==> src/rtl/fft_stage_sequencer.sv <==
// Stage/butterfly sequencer for a radix-2 FFT with run-time transform size.
// Counts butterflies per stage and stages per transform, and derives the twiddle ROM address.
//
// state | meaning
// IDLE  | waiting for start; counters hold their last values
// RUN   | counting butterfly strobes through each stage
// DONE  | single cycle carrying fft_done and the last stage_done
module fft_stage_sequencer #(
    parameter int LOG2_MAX = 8,
    parameter int SW       = $clog2(LOG2_MAX + 1),
    parameter int BW       = LOG2_MAX - 1
) (
    input  logic          clk,
    input  logic          reset,
    input  logic          start,
    input  logic          abort,
    input  logic [SW-1:0] cfg_log2,
    input  logic          bfly_strobe,
    output logic          busy,
    output logic [SW-1:0] stage_count_out,
    output logic [BW-1:0] bfly_count_out,
    output logic [BW-1:0] tw_addr,
    output logic          stage_done,
    output logic          fft_done
);

    typedef enum logic [1:0] {
        IDLE = 2'd0,
        RUN  = 2'd1,
        DONE = 2'd2
    } state_t;

    localparam logic [BW:0] ONE_EXT = {{BW{1'b0}}, 1'b1};

    state_t        state;
    logic [SW-1:0] log2_len;
    logic [SW-1:0] stage_cnt;
    logic [BW-1:0] bfly_cnt;

    logic [SW-1:0] cfg_clamped;
    logic [SW-1:0] last_stage;
    logic [SW-1:0] tw_shift;
    logic [BW:0]   half_len;
    logic [BW-1:0] bfly_mask;
    logic          last_bfly;
    logic          stage_at_last;

    always_comb begin
        if (cfg_log2 < SW'(2)) begin
            cfg_clamped = SW'(2);
        end else if (cfg_log2 > SW'(LOG2_MAX)) begin
            cfg_clamped = SW'(LOG2_MAX);
        end else begin
            cfg_clamped = cfg_log2;
        end
    end

    // Butterflies per stage is 2^(L-1); its mask doubles as the last-butterfly index
    // and as the truncation to L-1 bits for the twiddle address.
    assign last_stage    = log2_len - SW'(1);
    assign half_len      = ONE_EXT << last_stage;
    assign bfly_mask     = BW'(half_len - ONE_EXT);
    assign last_bfly     = (bfly_cnt == bfly_mask);
    assign stage_at_last = (stage_cnt == last_stage);

    assign tw_shift = last_stage - stage_cnt;
    assign tw_addr  = (bfly_cnt << tw_shift) & bfly_mask;

    assign stage_count_out = stage_cnt;
    assign bfly_count_out  = bfly_cnt;

    always_ff @(posedge clk) begin
        if (reset) begin
            state      <= IDLE;
            log2_len   <= SW'(2);
            stage_cnt  <= '0;
            bfly_cnt   <= '0;
            busy       <= 1'b0;
            stage_done <= 1'b0;
            fft_done   <= 1'b0;
        end else begin
            stage_done <= 1'b0;
            fft_done   <= 1'b0;
            if (abort) begin
                state     <= IDLE;
                stage_cnt <= '0;
                bfly_cnt  <= '0;
                busy      <= 1'b0;
            end else begin
                case (state)
                    IDLE: begin
                        if (start) begin
                            state     <= RUN;
                            log2_len  <= cfg_clamped;
                            stage_cnt <= '0;
                            bfly_cnt  <= '0;
                            busy      <= 1'b1;
                        end
                    end
                    RUN: begin
                        if (bfly_strobe) begin
                            if (last_bfly) begin
                                bfly_cnt   <= '0;
                                stage_done <= 1'b1;
                                if (stage_at_last) begin
                                    state    <= DONE;
                                    busy     <= 1'b0;
                                    fft_done <= 1'b1;
                                end else begin
                                    stage_cnt <= stage_cnt + SW'(1);
                                end
                            end else begin
                                bfly_cnt <= bfly_cnt + BW'(1);
                            end
                        end
                    end
                    DONE: begin
                        state <= IDLE;
                    end
                    default: begin
                        state <= IDLE;
                        busy  <= 1'b0;
                    end
                endcase
            end
        end
    end

endmodule

==> config.mk <==
export PLATFORM = sky130hd
export DESIGN_NAME = fft_stage_sequencer
export DESIGN_NICKNAME = d
export VERILOG_FILES = /design/src/rtl/fft_stage_sequencer.sv
export SDC_FILE = /design/constraint.sdc
export NUM_CORES = 1
export LEC_CHECK = 0
export BUFFER_PORTS_ARGS = -buffer_cell sky130_fd_sc_hd__buf_4
export CAP_MARGIN = 40
export CELL_PAD_IN_SITES_DETAIL_PLACEMENT = 1
export CELL_PAD_IN_SITES_GLOBAL_PLACEMENT = 1
export CORE_MARGIN = 1
export CORE_UTILIZATION = 38
export CTS_CLUSTER_DIAMETER = 200
export DETAILED_ROUTE_END_ITERATION = 10
export PLACE_DENSITY = 0.75
export SYNTH_ARGS = -nofsm -noshare
export SYNTH_HDL_FRONTEND = slang
export SYNTH_SLANG_ARGS = --single-unit
==> constraint.sdc <==
create_clock -name clk -period 3.7 [get_ports clk]
set_clock_uncertainty 0.1 [all_clocks]
set_input_delay 0.37 -clock clk [delete_from_list [all_inputs] [get_ports clk]]
set_output_delay 0.37 -clock clk [all_outputs]
set_load 0.005 [all_outputs]
==> results.md, run 1 <==
* Std cell rows at 26
* Reg clk slew, reported paths at 80 ps
* Placer congestion estimate at 0.820
* Clock sink count at 20
* Fin area at 2450 um^2
* Worst hold path type: in2reg
* Hold slack at 203 ps
* Startpoint types: flop
* Root Buffer: clkbuf_8
* Detailed Place HPWL at 4540 um
* Initial antenna violation count at 0
* RSZ-0062 raised after global routing: no
* Combinational Power Share at 0.334
* Syn. warnings at 0
* Worst path required time at 3790 ps
* Int Power at 0.464 mW
* # IOs at 30
* Clock power frac at 0.335
* Global-route usage over all layers at 0.226
* Worst-Skew Late Latency at 270 ps
* Via-to-Cell Ratio at 5.60
* Tot Pwr at 0.676 mW
* WL/cell at 16.5 um
* Ys async rst share at 0
* R2R setup slack at 140 ps
* Final setup viols at 0
* Num CTS Buffers at 3
* Routed via count at 1976
* Die Y at 74.6 um
* Number of cells on the worst reg-to-reg path at 13
* Max cap viols at 0
* Max Fclk at 0.281 GHz
* Post-synthesis sequential area ratio at 0.200
* Ratio of cells with drive above 1 in the final layout at 0.258
* CTS Buffer Depth at 2
* Grt ovf at 0
* Starting density of the core at 0.392
* Slew @ Worst Pin at 819 ps
* First-pass GRT wire length at 9400 um
* # port buffers at 29
* # diodes at 0
* Synth unique cells at 58
* Total Wirelength at 5830 um
* Post-route ant nets at 0
* Peak supply drop at 0.000144 V
* Pin count of the biggest net entering global routing at 18
* DP Area at 2320 um^2
* Seq pwr share at 0.330
* Core area at 5110 um^2
* NetSw at 0.212 mW
* Final hold vios at 0
* Via count of the first global-routing pass at 1897
* Slew HR at 0.450
* Min Clock Period, post-route at 3560 ps
* Synthesized Nets at 273
* Worst hold path depth at 2
* Mapped Area at 2000 um^2
* Slew Viols, Final at 0
* Critical path type: reg2reg
* Main synth FF type: dfxtp_1
* #FFs+latches synth at 20
* Post-Syn Instances at 253
* Setup crit end kind: flop
* Area Overhead vs Synth at 22.2%
* CP arrival at 3650 ps
* Htree depth at 1
* CP Max Fanout at 10
* Die width at 74.6 um
* Setup TNS at 0 ps
* Sw Ratio at 0.313
* DRC Markers at 0
* Fin nets at 304
* Pwr/cell area at 276 nW/um^2
* Initial DRC count at 168
* TritonCTS clock tree: built
* Leakage at 0.939 nW
* Post-Syn Area per Cell at 7.92 um^2
* DIE AREA at 5570 um^2
* Final period util at 0.962
* DRT Pass-1 Iters at 4
* Status: completed
* EDFF count, synth at 0
## worst paths after layout
check | from | end
setup / recovery | log2_len[0] | stage_count_out[1]
hold / removal | reset | log2_len[3]
setup reg to reg | log2_len[0] | stage_count_out[1]
hold reg to reg | stage_count_out[3] | stage_count_out[3]
## per-stage QoR
step / instances / setup WS, ps / util
4_1_cts: 352 / 30.3 / 0.476
6_report: 353 / 142 / 0.480
5_1_grt: 353 / 22.2 / 0.480
3_3_place_gp: 347 / 214 / 0.453
3_5_place_dp: 347 / 85.9 / 0.453
2_1_floorplan: 253 / 22.1 / -
## power groups by stage
| stage | clock (mW) | combinational [mW] | sequential, mW |
|---|---|---|---|
| after floorplan | 0 | 0.155 | 0.226 |
| after detailed placement | 0 | 0.204 | 0.228 |
| after global routing | 0.240 | 0.245 | 0.224 |
| after global placement | 0 | 0.201 | 0.228 |
| final | 0.227 | 0.226 | 0.223 |
| after CTS | 0.234 | 0.217 | 0.223 |
## cells in the final DEF (no fill, tap or decap), types with 3 or more instances in the layout
master     synthesis  layout
o2111ai_1          3       3
nand2_1           17      16
xor2_1             6       6
buf_4              1      41
or3_1              3       3
nand3_1           11      11
inv_1             13      13
o21ai_0           13      13
and3_1             7       7
nand2b_1           7       7
xnor2_1           10      10
dfxtp_1           20      19
nor2_1            17      17
nor3_1             9       9
a21oi_1           16      15
or4_1              3       3
and4_1             3       3
a211oi_1           6       6
or2_2              5       5
clkbuf_8           0       3
nor2b_1            6       5
ha_1              10       8
mux2i_1            8       7
a31oi_1            3       3
o211ai_1           5       5
## cell families after synthesis
family,Yosys count,synth area share
buf+inv,28,0.0655
flops,20,0.200
compound gates,63,0.222
xor+xnor,18,0.0918
simple gates,101,0.280
fa+ha+maj,12,0.0774
mux,11,0.0643
## synth_stat cells (5+ instances only)
cell,number,share of area
a211oi_1,6,0.022
a21oi_1,16,0.040
and3_1,7,0.022
clkbuf_1,10,0.019
dfxtp_1,20,0.20
ha_1,10,0.062
inv_1,13,0.024
mux2i_1,8,0.040
nand2_1,17,0.032
nand2b_1,7,0.022
nand3_1,11,0.027
nor2_1,17,0.032
nor2b_1,6,0.019
nor3_1,9,0.022
o211ai_1,5,0.019
o21ai_0,13,0.032
or2_2,5,0.016
xnor2_1,10,0.044
xor2_1,6,0.026
## flip-flops by register name, indices dropped and copies added (netlist names)
| name | flops |
|---|---|
| bfly_count_out | 7 |
| log2_len | 4 |
| stage_count_out | 4 |
| state | 2 |
| busy | 1 |
| fft_done | 1 |
| stage_done | 1 |
## worst max-delay path: stages (launching register included)
cell and delay, ps:
dfxtp_1 320, buf_4 160, o21a_1 270, o41ai_4 370, nand2_1 160, ha_4 210
or3b_2 220, mux2i_4 70, buf_4 150, a221oi_2 200, mux2_4 340, or3_4 450
or2_4 280, o211ai_1 180
## cell type report
class	count	area, um^2
sequential	20	402
inverter	13	48.8
timing repair buffer	41	308
multi-input combinational	205	1530
clock inverter	1	30.0
clock buffer	3	41.3
tap	70	87.6
fill	639	2660
## routing by layer
| metal | global-route usage | vias up | share of wire |
|---|---|---|---|
| met5 | 0 | - | 0 |
| met4 | 0.0566 | 0 | 0.0072 |
| met3 | 0.0254 | 4 | 0.025 |
| met2 | 0.393 | 36 | 0.50 |
| met1 | 0.299 | 953 | 0.47 |
| li1 | - | 983 | - |
## repair_timing
| item | 4_1_cts | 5_1_grt |
|---|---|---|
| setup buffers | 1 | 1 |
| hold buffers | 0 | 0 |
| gates resized for setup | 8 | 3 |
| setup endpoints to repair | 1 | 1 |
(Power assumes the default switching activity.)
==> run 2: changes to the inputs <==
--- a/config.mk
+++ b/config.mk
@@ -14,6 +14,8 @@
 export CTS_CLUSTER_DIAMETER = 200
 export DETAILED_ROUTE_END_ITERATION = 10
 export PLACE_DENSITY = 0.75
+export RECOVER_POWER = 100
+export REMOVE_ABC_BUFFERS = 1
 export SYNTH_ARGS = -nofsm -noshare
 export SYNTH_HDL_FRONTEND = slang
 export SYNTH_SLANG_ARGS = --single-unit
==> run 2 against run 1 <==
Net effect:
- cell count fell by 0.57%
- utilization shrank 0.66 points
- critical path depth decreased by 1
- cell area shrank 1.4%
- worst setup slack lost 1.8 ps
- sequential power barely moved
- via count fell by 0.61%
- first-iteration DRC count is 58% lower
- critical endpoint is now tw_addr[6]
- highest routed layer unchanged
==> results.md, run 2 (synthesis results as in run 1) <==
* Startpoint types: flop
* Pwr/cell area at 244 nW/um^2 (-12%)
* Std cell rows at 26 (unchanged)
* Reg clk slew, reported paths at 70 ps (about the same)
* # port buffers at 29 (unchanged)
* Most frequent cells in the layout: buf_4 (26), dfxtp_1 (19), nor2_1 (17)
* # diodes at 0 (unchanged)
* Fin nets at 303 (-0.33%)
* Leakage at 0.903 nW (-3.8%)
* Max Fclk at 0.281 GHz (about the same)
* Area of the multi-input gates at 1550 um^2 (+0.98%)
* First-pass GRT wire length at 9570 um (+1.8%)
* Sequential cell area at 402 um^2 (unchanged)
* Slew HR at 0.454 (+0.00440)
* Placement Setup Slack at -23.4 ps (-109 ps)
* WL/cell at 16.6 um (+0.48%)
* Worst Setup SP: log2_len[1]
* Via-to-Cell Ratio at 5.60 (about the same)
* Slew @ Worst Pin at 812 ps (-6.55 ps)
* Starting density of the core at 0.392 (unchanged)
* RR Startpoint: log2_len[0]
* Min Clock Period, post-route at 3560 ps (+1.81 ps)
* Global-route usage over all layers at 0.227 (+0.00124)
* Commonest non-fill, non-tap cell in the layout: buf_4
* Status: completed
* Slew Viols, Final at 0 (unchanged)
* Critical path type: reg2out
* Htree depth at 1 (unchanged)
* Via count of the first global-routing pass at 1947 (+2.6%)
* Routed via count at 1964 (-0.61%)
* # hold bufs at CTS at 0 (unchanged)
* Initial antenna violation count at 0 (unchanged)
* Peak supply drop at 0.000181 V (+25%)
* Worst path required time at 3230 ps (-560 ps)
* Root Buffer: clkbuf_8
* Grt ovf at 0 (unchanged)
* Num CTS Buffers at 3 (unchanged)
* CP arrival at 3090 ps (-560 ps)
* Placer congestion estimate at 0.861 (+5.0%)
* Core area at 5110 um^2 (unchanged)
* DRT Pass-1 Iters at 4 (unchanged)
* Hold wc startpoint: reset
* Clock sink count at 20 (unchanged)
* Final hold vios at 0 (unchanged)
* DRC Markers at 0 (unchanged)
* Max cap viols at 0 (unchanged)
* # IOs at 30 (unchanged)
* DP Area at 2300 um^2 (-0.59%)
* Setup crit end kind: primary output
* Die width at 74.6 um (unchanged)
* Pin count of the biggest net entering global routing at 13 (-5)
* Fin area at 2420 um^2 (-1.4%)
* Detailed Place HPWL at 4590 um (+1.1%)
* Area Overhead vs Synth at 20.5%
* Total Wirelength at 5830 um (about the same)
* Final setup viols at 0 (unchanged)
* Fin worst setup slack at 140 ps (-1.81 ps)
* TritonCTS clock tree: built
* RSZ-0062 raised after global routing: yes
* DIE AREA at 5570 um^2 (unchanged)
* Ratio of cells with drive above 1 in the final layout at 0.242 (-0.0160)
* Worst-Skew Late Latency at 260 ps (about the same)
* Die Y at 74.6 um (unchanged)
* Max reg flops at 7 (unchanged)
* Final period util at 0.962 (about the same)
* CP Max Fanout at 7 (-3)
* CTS Buffer Depth at 2 (unchanged)
* Worst hold path type: in2reg
* Initial DRC count at 70 (-58%)
* Post-route ant nets at 0 (unchanged)
* Fillers at 648 (+1.4%)
-- run 2: worst paths after layout --
| path | slack [ps] | cells after the start | to |
|---|---|---|---|
| max | 140 | 12 | tw_addr[6] |
| min | 220 | 2 | log2_len[3] |
| min reg2reg | 430 | 2 | stage_count_out[3] |
| max reg2reg | 150 | 12 | stage_count_out[3] |
-- run 2: critical path, stage by stage (launching register included) --
cell and delay [ps]:
dfxtp_1 350, inv_1 80, ha_2 220, nand3b_1 160, o41ai_4 120, nand2_1 130, ha_4 180, or3b_2 490
mux2i_4 210, a21oi_2 70, o311a_1 330, a2111oi_2 330, buf_4 160
-- run 2: final cells by class --
type,instances,area share
Tap cell,70,0.0363
Multi-Input combinational cell,205,0.641
Inverter,13,0.0202
Clock buffer,3,0.0171
Sequential cell,20,0.166
Timing Repair Buffer,40,0.120
-- run 2: repair_timing --
action | 4_1_cts | 5_1_grt
setup buffers | 0 | 1
pin swaps | 1 | 0
endpoints found under the setup margin | 5 | 7
resized for setup | 6 | 8
-- run 2: routing by layer --
metal | vias to the layer above | track usage | wire, um
met2 | 37 | 0.406 | 2850
met1 | 945 | 0.290 | 2760
met4 | 0 | 0.0482 | 58
met3 | 6 | 0.0335 | 160
li1 | 976 | - | -
met5 | - | 0 | 0
-- run 2: stage by stage --
| step | utilization | power, mW | hold WS [ps] | cells | setup TNS, ps |
|---|---|---|---|---|---|
| 2_1_floorplan | - | 0.367 | 339 | 238 | -354 |
| 3_3_place_gp | 0.451 | 0.423 | 390 | 347 | 0 |
| 3_5_place_dp | 0.451 | 0.427 | 430 | 347 | -33.0 |
| 4_1_cts | 0.466 | 0.584 | 221 | 350 | 0 |
| 5_1_grt | 0.473 | 0.624 | 210 | 351 | -43.6 |
| 6_report | 0.473 | 0.589 | 215 | 351 | 0 |
-- run 2: where the power goes --
group | internal [mW] | switching [mW]
clock | 0.0725 | 0.0710
combinational | 0.0976 | 0.125
sequential | 0.218 | 0.00489
